### src/rtl/multicore_pkg.sv
`default_nettype none
// ============================================================================
// Module      : multicore_pkg
// Description : Shared types for the pipeline hazard scheduler and scoreboard.
// Revision    : 1.0 - initial release
// ============================================================================
package multicore_pkg;

    typedef enum logic [1:0] {
        FWD_NONE = 2'b00,
        FWD_MA   = 2'b01,
        FWD_WB   = 2'b10
    } t_fwd_sel;

    typedef enum logic [1:0] {
        HZ_BOOT   = 2'd0,
        HZ_RUN    = 2'd1,
        HZ_DRAIN  = 2'd2,
        HZ_HALTED = 2'd3
    } t_hz_state;

    typedef struct packed {
        logic       valid;
        logic [4:0] rd;
        logic       regwrite;
        logic       load;
    } t_sb_entry;

    // x0 is hardwired, so a write to it never creates a dependency
    function automatic logic sb_match(input t_sb_entry e, input logic [4:0] rs,
                                      input logic uses);
        return e.valid && e.regwrite && (e.rd != 5'd0) && (e.rd == rs) && uses;
    endfunction

    // Returns {hazard, forward select} for one operand, nearest stage first
    function automatic logic [2:0] resolve_operand(input t_sb_entry ex,
                                                   input t_sb_entry ma,
                                                   input t_sb_entry wb,
                                                   input logic [4:0] rs,
                                                   input logic uses);
        if (sb_match(ex, rs, uses))
            return {1'b1, FWD_NONE};
        else if (sb_match(ma, rs, uses))
            return ma.load ? {1'b1, FWD_NONE} : {1'b0, FWD_MA};
        else if (sb_match(wb, rs, uses))
            return {1'b0, FWD_WB};
        else
            return {1'b0, FWD_NONE};
    endfunction

endpackage
`default_nettype wire

### src/rtl/hazard_scheduler_scoreboard.sv
`default_nettype none
// ============================================================================
// Module      : hazard_scoreboard
// Description : 3-entry in-flight destination tracker with forward selection.
// Revision    : 1.0 - initial release
// ============================================================================
module hazard_scoreboard
    import multicore_pkg::*;
(
    input  logic       i_aclk,
    input  logic       i_reset,
    input  logic       i_issue,
    input  logic [4:0] i_id_rs1,
    input  logic [4:0] i_id_rs2,
    input  logic [4:0] i_id_rdest,
    input  logic       i_id_uses_rs1,
    input  logic       i_id_uses_rs2,
    input  logic       i_id_regwrite,
    input  logic       i_id_load,
    output logic [1:0] o_forward_a,
    output logic [1:0] o_forward_b,
    output logic       o_hazard,
    output logic       o_ex_valid,
    output logic       o_ma_valid
);

    t_sb_entry  r_ex;
    t_sb_entry  r_ma;
    t_sb_entry  r_wb;
    logic [2:0] w_res_a;
    logic [2:0] w_res_b;

    always_ff @(posedge i_aclk) begin
        if (i_reset) begin
            r_ex <= '0;
            r_ma <= '0;
            r_wb <= '0;
        end else begin
            r_wb <= r_ma;
            r_ma <= r_ex;
            r_ex <= i_issue ? '{valid: 1'b1, rd: i_id_rdest,
                                regwrite: i_id_regwrite, load: i_id_load}
                            : '0;
        end
    end

    assign w_res_a = resolve_operand(r_ex, r_ma, r_wb, i_id_rs1, i_id_uses_rs1);
    assign w_res_b = resolve_operand(r_ex, r_ma, r_wb, i_id_rs2, i_id_uses_rs2);

    // A stalled instruction does not consume operands, so both selects idle
    assign o_hazard    = w_res_a[2] | w_res_b[2];
    assign o_forward_a = o_hazard ? FWD_NONE : w_res_a[1:0];
    assign o_forward_b = o_hazard ? FWD_NONE : w_res_b[1:0];
    assign o_ex_valid  = r_ex.valid;
    assign o_ma_valid  = r_ma.valid;

endmodule
`default_nettype wire

### src/rtl/hazard_scheduler.sv
`default_nettype none
// ============================================================================
// Module      : hazard_scheduler
// Description : 5-stage pipeline sequencing: hazards, flushes, boot and halt.
// Revision    : 1.0 - initial release
// ============================================================================
module hazard_scheduler
    import multicore_pkg::*;
#(
    parameter int BOOT_CYCLES = 2,
    parameter int CNT_WIDTH   = 32
) (
    input  logic                 i_aclk,
    input  logic                 i_reset,
    input  logic                 i_halt_req,
    input  logic [4:0]           i_id_rs1,
    input  logic [4:0]           i_id_rs2,
    input  logic [4:0]           i_id_rdest,
    input  logic                 i_id_uses_rs1,
    input  logic                 i_id_uses_rs2,
    input  logic                 i_id_regwrite,
    input  logic                 i_id_load,
    input  logic                 i_id_jal,
    input  logic                 i_ex_redirect,
    output logic [1:0]           o_forward_a,
    output logic [1:0]           o_forward_b,
    output logic                 o_if_hold,
    output logic                 o_id_hold,
    output logic                 o_decode_en,
    output logic                 o_ex_bubble,
    output logic                 o_halted,
    output logic [CNT_WIDTH-1:0] o_stall_cycles,
    output logic [CNT_WIDTH-1:0] o_flush_count
);

    localparam int                   c_boot_w   = (BOOT_CYCLES < 2) ? 1 : $clog2(BOOT_CYCLES + 1);
    localparam logic [c_boot_w-1:0]  c_boot_one = 1;
    localparam logic [c_boot_w-1:0]  c_boot_ini = c_boot_w'(BOOT_CYCLES);
    localparam logic [CNT_WIDTH-1:0] c_cnt_one  = 1;
    localparam logic [CNT_WIDTH-1:0] c_cnt_max  = '1;

    t_hz_state            r_state;
    t_hz_state            w_next_state;
    logic [c_boot_w-1:0]  r_boot_cnt;
    logic [CNT_WIDTH-1:0] r_stall_cycles;
    logic [CNT_WIDTH-1:0] r_flush_count;
    logic                 w_hazard;
    logic                 w_ex_valid;
    logic                 w_ma_valid;
    logic                 w_stall_evt;
    logic                 w_flush_evt;

    hazard_scoreboard u_scoreboard (
        .i_aclk        (i_aclk),
        .i_reset       (i_reset),
        .i_issue       (~o_ex_bubble),
        .i_id_rs1      (i_id_rs1),
        .i_id_rs2      (i_id_rs2),
        .i_id_rdest    (i_id_rdest),
        .i_id_uses_rs1 (i_id_uses_rs1),
        .i_id_uses_rs2 (i_id_uses_rs2),
        .i_id_regwrite (i_id_regwrite),
        .i_id_load     (i_id_load),
        .o_forward_a   (o_forward_a),
        .o_forward_b   (o_forward_b),
        .o_hazard      (w_hazard),
        .o_ex_valid    (w_ex_valid),
        .o_ma_valid    (w_ma_valid)
    );

    always_ff @(posedge i_aclk) begin
        if (i_reset) begin
            r_state    <= HZ_BOOT;
            r_boot_cnt <= c_boot_ini;
        end else begin
            r_state <= w_next_state;
            if (r_state == HZ_BOOT && r_boot_cnt != '0)
                r_boot_cnt <= r_boot_cnt - c_boot_one;
        end
    end

    // DRAIN moves to HALTED on the edge that empties the scoreboard, so
    // o_halted coincides with an empty pipeline.
    always_comb begin
        w_next_state = r_state;
        case (r_state)
            HZ_BOOT:   if (r_boot_cnt <= c_boot_one) w_next_state = HZ_RUN;
            HZ_RUN:    if (i_halt_req) w_next_state = HZ_DRAIN;
            HZ_DRAIN:  if (!i_halt_req) w_next_state = HZ_RUN;
                       else if (!w_ex_valid && !w_ma_valid) w_next_state = HZ_HALTED;
            HZ_HALTED: if (!i_halt_req) w_next_state = HZ_RUN;
            default:   w_next_state = HZ_BOOT;
        endcase
    end

    always_comb begin
        o_if_hold   = 1'b0;
        o_id_hold   = 1'b0;
        o_decode_en = 1'b1;
        o_ex_bubble = 1'b0;
        w_stall_evt = 1'b0;
        w_flush_evt = 1'b0;
        if (i_reset || r_state == HZ_BOOT) begin
            o_decode_en = 1'b0;
            o_ex_bubble = 1'b1;
        end else if (i_ex_redirect) begin
            o_decode_en = 1'b0;
            o_ex_bubble = 1'b1;
            w_flush_evt = 1'b1;
        end else if (r_state == HZ_RUN) begin
            if (w_hazard) begin
                o_if_hold   = 1'b1;
                o_id_hold   = 1'b1;
                o_ex_bubble = 1'b1;
                w_stall_evt = 1'b1;
            end else if (i_id_jal) begin
                o_decode_en = 1'b0;
                w_flush_evt = 1'b1;
            end
        end else begin
            o_if_hold   = 1'b1;
            o_id_hold   = 1'b1;
            o_ex_bubble = 1'b1;
        end
    end

    assign o_halted = !i_reset && (r_state == HZ_HALTED);

    always_ff @(posedge i_aclk) begin
        if (i_reset) begin
            r_stall_cycles <= '0;
            r_flush_count  <= '0;
        end else begin
            if (w_stall_evt && r_stall_cycles != c_cnt_max)
                r_stall_cycles <= r_stall_cycles + c_cnt_one;
            if (w_flush_evt && r_flush_count != c_cnt_max)
                r_flush_count <= r_flush_count + c_cnt_one;
        end
    end

    assign o_stall_cycles = r_stall_cycles;
    assign o_flush_count  = r_flush_count;

endmodule
`default_nettype wire

### config.mk
export PLATFORM = sky130hd
export DESIGN_NAME = hazard_scheduler
export DESIGN_NICKNAME = d
export VERILOG_FILES = /design/src/rtl/multicore_pkg.sv /design/src/rtl/hazard_scheduler_scoreboard.sv /design/src/rtl/hazard_scheduler.sv
export SDC_FILE = /design/constraint.sdc
export NUM_CORES = 1
export LEC_CHECK = 0
export ABC_AREA = 1
export ABC_CLOCK_PERIOD_IN_PS = 3150
export BUFFER_PORTS_ARGS = -buffer_cell sky130_fd_sc_hd__buf_2
export CAP_MARGIN = 20
export CORE_MARGIN = 2
export CORE_UTILIZATION = 62
export CTS_CLUSTER_SIZE = 8
export DETAILED_ROUTE_END_ITERATION = 8
export PLACE_DENSITY_LB_ADDON = 0.2
export SYNTH_ARGS = -nofsm -noshare
export SYNTH_HDL_FRONTEND = slang
export SYNTH_SLANG_ARGS = --single-unit
### constraint.sdc
create_clock -name i_aclk -period 3.15 [get_ports i_aclk]
set_clock_uncertainty 0.2 [all_clocks]
set_input_delay 0.1575 -clock i_aclk [delete_from_list [all_inputs] [get_ports i_aclk]]
set_output_delay 0.1575 -clock i_aclk [all_outputs]
set_load 0.01 [all_outputs]
# Yosys cells after proc, flatten, opt, wreduce, memory -nomap -nowiden

Cells that the tools add are included.

Flip-flop bits (word level): 91
Bits of input ports: 24
Output and inout port bits: 73
Logic and storage cells: 104

Add/sub/neg operators: 3
Magnitude comparators: 1
Equality and inequality tests: 15
Muxes and demuxes: 35
Bitwise operators: 1
Reduce and logical (&&, ||, !) cells: 34

Operator list:

| kind                                                                              | count |
|---|---|
| 32-bit by 1-bit adder with 32-bit output (second input constant)                  | 2 |
| 32-bit != test (second input constant)                                            | 2 |
| 5-bit == test                                                                     | 6 |
| 1-bit logical AND                                                                 | 23 |
| 1-bit 2-to-1 mux                                                                  | 19 |
| 2-bit 2-to-1 mux                                                                  | 9 |
| 3-bit 2-to-1 mux                                                                  | 5 |
| 5-bit nonzero test                                                                | 3 |
| 8-bit 2-to-1 mux                                                                  | 1 |
| 2-bit one-hot mux with 4 select lines                                             | 1 |
| 2-bit != test (second input constant)                                             | 3 |
| 2-bit == test (second input constant)                                             | 2 |
| 4-bit AND reduction                                                               | 1 |
| 1-bit zero test                                                                   | 3 |
| 3-bit != test (second input constant)                                             | 1 |
| 2-bit by 1-bit == test with 1-bit output (second input constant)                  | 1 |
| 2-bit by 1-bit less-or-equal comparator with 1-bit output (second input constant) | 1 |
| 2-bit zero test                                                                   | 1 |
| 2-bit nonzero test                                                                | 1 |
| 2-bit OR reduction                                                                | 1 |
| 2-bit by 1-bit subtractor with 2-bit output (second input constant)               | 1 |
| 1-bit logical OR                                                                  | 1 |
| 1-bit OR                                                                          | 1 |

# Longest topological paths before layout

Word-level depth: 13
Gate-level depth with buffers: 17
Gate-level depth less buffers: 16

# Modules after synthesis

From an unflattened synthesis, not the netlist that was laid out.

Cells, all modules: 916
Area, all modules: 5522.8 sq um

By module, submodules not included:

| module            | times used | cells each | area each (sq um) | seq. area each (sq um) |
|---|---|---|---|---|
| hazard_scheduler  | 1          | 706        | 4267.8            | 1361.3 |
| hazard_scoreboard | 1          | 210        | 1255.0            | 460.4 |

# Least setup slack after synthesis

OpenSTA, ideal clock, no wires.

Kind: register to register
Start point: register r_state[0]
End point: register r_stall_cycles[11] (netlist: o_stall_cycles[11])
Setup time: 0.116 ns
Data arrival time: 1.761 ns
Required time: 2.834 ns
Slack: 1.073 ns
Cell stages (with the launch flop): 12
Buffers on the path: 0
Period minus slack after synthesis: 2.077 ns
Cell sequence: dfxtp_1 inv_1 ha_1 nor2_1 inv_1 nor3_2 o21a_2 nand2_4 inv_6 nand3_2 o21ai_0 nor2_1

Word-level cells in the longest chain between the ends: 5
Elaborated cells on any way between the ends: 7
Classes of those cells: eq/ne: 1; mux: 3; reduce/logical: 3

Ends and longest elaborated chain:

| item                                     | RTL line                | text |
|---|---|---|
| start, declared                          | hazard_scheduler.sv:42  | `t_hz_state r_state;` |
| start signal, assigned                   | hazard_scheduler.sv:76  | `r_state <= w_next_state;` |
| 2-bit by 1-bit == test with 1-bit output | hazard_scheduler.sv:110 | `end else if (r_state == HZ_RUN) begin` |
| 1-bit 2-to-1 mux                         | hazard_scheduler.sv:110 |  |
| 1-bit 2-to-1 mux                         | hazard_scheduler.sv:106 | `end else if (i_ex_redirect) begin` |
| 1-bit 2-to-1 mux *                       | hazard_scheduler.sv:103 | `if (i_reset \|\| r_state == HZ_BOOT) begin` |
| 1-bit logical AND *                      | hazard_scheduler.sv:134 | `if (w_stall_evt && r_stall_cycles != c_cnt_max)` |
| end signal, assigned                     | hazard_scheduler.sv:135 | `r_stall_cycles <= r_stall_cycles + c_cnt_one;` |
| end, declared                            | hazard_scheduler.sv:45  | `logic [CNT_WIDTH-1:0] r_stall_cycles;` |

Mark *: on every way between the ends. The rest lies on a longest branch, timed or not.
A chain may end at the register's enable or synchronous reset.

# Worst setup path in the final report

Start point: register r_state[1]
End point: output o_ex_bubble

Word-level cells in the longest chain between the ends: 4
Elaborated cells on any way between the ends: 6
Classes of those cells: eq/ne: 1; mux: 3; reduce/logical: 2

Ends and longest elaborated chain:

| item                                     | RTL line                | text |
|---|---|---|
| 2-bit by 1-bit == test with 1-bit output | hazard_scheduler.sv:110 |  |
| 1-bit 2-to-1 mux                         | hazard_scheduler.sv:110 |  |
| 1-bit 2-to-1 mux                         | hazard_scheduler.sv:106 |  |
| 1-bit 2-to-1 mux *                       | hazard_scheduler.sv:103 |  |
| end, declared                            | hazard_scheduler.sv:30  | `output logic o_ex_bubble,` |

Marks and branches as above.

==> summary.md <==
| Metric | Value |
|---|---|
| Status | finished clean |
| Max Buffers Root-to-Sink | 2 |
| Seq/Total Area, Yosys | 31.82% |
| DR iter-0 viols | 268 |
| Fin crit period | 2.568 ns |
| Slowest cell on crit path | nor3_2 |
| Ys Warns | 0 |
| Design area | 6525 um2 |
| Die height | 100.1 um |
| Nets | 1,065 |
| Post-CTS Setup Bufs | 0 |
| Final WL | 14,070 um |
| Crit path cell chain | inv_1 > ha_1 > inv_1 > nor3_2 > nand3_1 > buf_2 |
| First-pass GRT wire length | 23,480 um |
| Clock sink count | 91 |
| Synth Flop Type | dfxtp_1 |
| P_leak | 3.348 nW |
| # hold bufs at CTS | 7 |
| CORE AREA | 9109 um2 |
| Final Util | 71.63% |
| Buf/Inv on CP | 3 |
| Area Overhead vs Synth | 13.96% |
| TritonCTS buffer count | 9 |
| Initial antenna violation count | 0 |
| CP required | 2.79 ns |
| RSZ-0062 raised after global routing | false |
| Share of the synthesized area in the top cell type | 31.82% |
| Synth area leader | dfxtp_1 |
| Crit path largest cell delay | 0.44 ns |
| Post-CTS resize count | 0 |
| Fin crit share | 81.52% |
| DR pass1 iterations | 6 |
| Achievable Freq | 389.4 MHz |
| Cell mode on critical path | inv_1 |
| Setup crit start kind | flip-flop |
| Critical path peak fanout | 9 |
| Skew-Pair Late Insertion Delay | 0.36 ns |
| EDFF count, synth | 0 |
| Largest cells by area after synthesis | dfxtp_1 (32%), nand2_1 (14%), inv_1 (12%) |
| DRC viols | 0 |
| Net Sw Power | 0.7645 mW |
| Via Count | 6,009 |
| Synthesized Nets | 970 |
| Post-route ant nets | 0 |
| Largest net degree at the start of global routing | 66 |
| Synth Cell Area | 5725 um2 |
| Antenna diode count | 0 |
| HPWL after detailed placement | 10,100 um |
| Final GP Congestion | 0.9623 |
| Synth cell types | 45 |
| Num rows | 35 |
| Slew @ Worst Pin | 0.9491 ns |
| Power density cells | 385.2 nW/um2 |
| Final hold vios | 0 |
| Gr usage total | 28.58% |
| Htree depth | 3 |
| Clock Pin Slew Worst Setup and Hold Paths | 0.08 ns |
| Via density | 5.230 |
| CP top delay family | simple AND/OR/NAND/NOR gates |
| Sum Neg Setup Slack | 0 ns |
| Most frequent cell after synthesis | nand2_1 |
| Final Setup Violations | 0 |
| Critical path endpoint category | output pin |
| Chip width | 100.1 um |
| Share of cells above drive strength 1 | 14.64% |
| Combinational fraction of design power | 18.5% |
| Worst Path Class, Setup | reg -> out |
| Starting density of the core | 62.86% |
| Synth Instances | 938 |
| Async SR Flop Fraction | 0% |
| Critical path arrival | 2.21 ns |
| Post-DP Area | 6250 um2 |
| Switching Share | 30.42% |
| Pins Over Slew Limit | 0 |
| Number of global-route vias before repair | 5,295 |
| Buffers on Ports | 96 |
| IO Count | 97 |
| HP Class | in -> reg |
| CTS Root Cell | clkbuf_8 |
| TritonCTS clock tree | built |
| Rel. slew slack | 36.64% |
| Yosys reg bits | 91 |
| Design Power | 2.514 mW |
| Overflow after GRT | 0 |
| Die ar. | 10,020 um2 |
| Commonest cells post-synth | nand2_1 (218), inv_1 (188), nor2_1 (144), dfxtp_1 (91), nand3_1 (79) |
| WHS | 0.03714 ns |
| WL/cell | 12.24 um |
| Worst vdd ir | 229.9 uV |
| Post-Syn Area per Cell | 6.104 um2 |
| Clk network pwr share | 32.8% |
| Max Cap Violations | 0 |
| Int Pwr | 1.749 mW |
| Flop pwr share | 48.7% |
-- worst register-to-register path, stage by stage (launching register included) --
cell and delay [ns]:
dfxtp_1 0.37, nor2_1 0.16, nand3_1 0.11, nand2_1 0.09, inv_1 0.06, nand3_1 0.09, nand2_1 0.09, inv_2 0.10
nand4_2 0.12, nand2_2 0.37, buf_4 0.33, nand3_1 0.10, nand2_1 0.08, inv_1 0.04, nor2_1 0.09
-- flip-flops by register name, indices dropped and copies added (netlist names) --
register                 flops
o_stall_cycles              32
u_scoreboard.r_wb            7
u_scoreboard.o_ex_valid      1
u_scoreboard.r_ex            7
u_scoreboard.o_ma_valid      1
r_boot_cnt                   2
o_flush_count               32
r_state                      2
u_scoreboard.r_ma            7
-- final timing paths --
kind | startpoint | to | slack [ns] | cells past startpoint
max | r_state[1]$_SDFFE_PP0P_ | o_ex_bubble | 0.58 | 6
min | i_ex_redirect | o_stall_cycles[21]$_SDFFE_PP0P_ | 0.04 | 4
max reg2reg | u_scoreboard.r_ex[5]$_SDFF_PP0_ | o_flush_count[29]$_SDFFE_PP0P_ | 0.69 | 14
min reg2reg | u_scoreboard.r_ex[0]$_SDFF_PP0_ | u_scoreboard.r_ma[0]$_SDFF_PP0_ | 0.21 | 2
-- routing by layer --
| layer | up-vias | routed length [um] | global-route usage (%) |
|---|---|---|---|
| met1 | 2665 | 6196 | 37.63 |
| li1 | 3113 | - | - |
| met5 | - | 0 | 0 |
| met3 | 37 | 846 | 3.760 |
| met2 | 194 | 6688 | 47.45 |
| met4 | 0 | 335 | 12.01 |
-- layout make-up --
| class | instances | area (um2) |
|---|---|---|
| Fill cell | 819 | 2584 |
| Clock inverter | 3 | 46.29 |
| Sequential cell | 91 | 1822 |
| Timing Repair Buffer | 107 | 580.6 |
| Inverter | 198 | 748.2 |
| Clock buffer | 13 | 158.9 |
| Multi-Input combinational cell | 626 | 3030 |
| Tap cell | 111 | 138.9 |
-- power groups by stage --
stage                     Combinational, mW  Sequential (mW)  Clock [mW]
final                                 0.465             1.22       0.824
after global routing                  0.524             1.23       0.882
after CTS                             0.463             1.22       0.837
after detailed placement              0.452             1.25           0
after global placement                0.447             1.25           0
after floorplan                       0.348             1.25           0
-- kinds of logic after synthesis --
family          after synthesis  synth area share (%)
simple gates                555                 44.14
fa+ha+maj                     8                 1.748
compound gates               48                 4.611
flops                        91                 31.82
xor+xnor                     15                 2.295
buf+inv                     221                 15.38
-- stage by stage --
step | setup WS [ns] | cells
2_1_floorplan | 1.073 | 938
3_3_place_gp | 0.8573 | 1126
3_5_place_dp | 0.8338 | 1126
4_1_cts | 0.5874 | 1149
5_1_grt | 0.4292 | 1149
6_report | 0.5822 | 1149
-- layout by cell type, fill, tap and decap left out, types with 2 or more instances in the layout --
master and count:
nand2_1 218, ha_1 8, nand2_2 4, clkbuf_8 11
inv_2 9, nand3_1 79, dlygate4sd3_1 7, o21ai_0 13
nor2_1 143, nor4_1 7, clkbuf_1 2, dfxtp_1 91
buf_4 4, nor3_1 25, nor2_4 2, nand3_2 4
nor4b_1 2, o211ai_1 2, o21ai_1 4, buf_2 96
nand4_1 51, xnor2_1 7, inv_1 188, nor2_2 5
nand2_4 3, xor2_1 8, a21oi_1 23, nand4_2 2
nand3b_1 2
(Power assumes the default switching activity.)
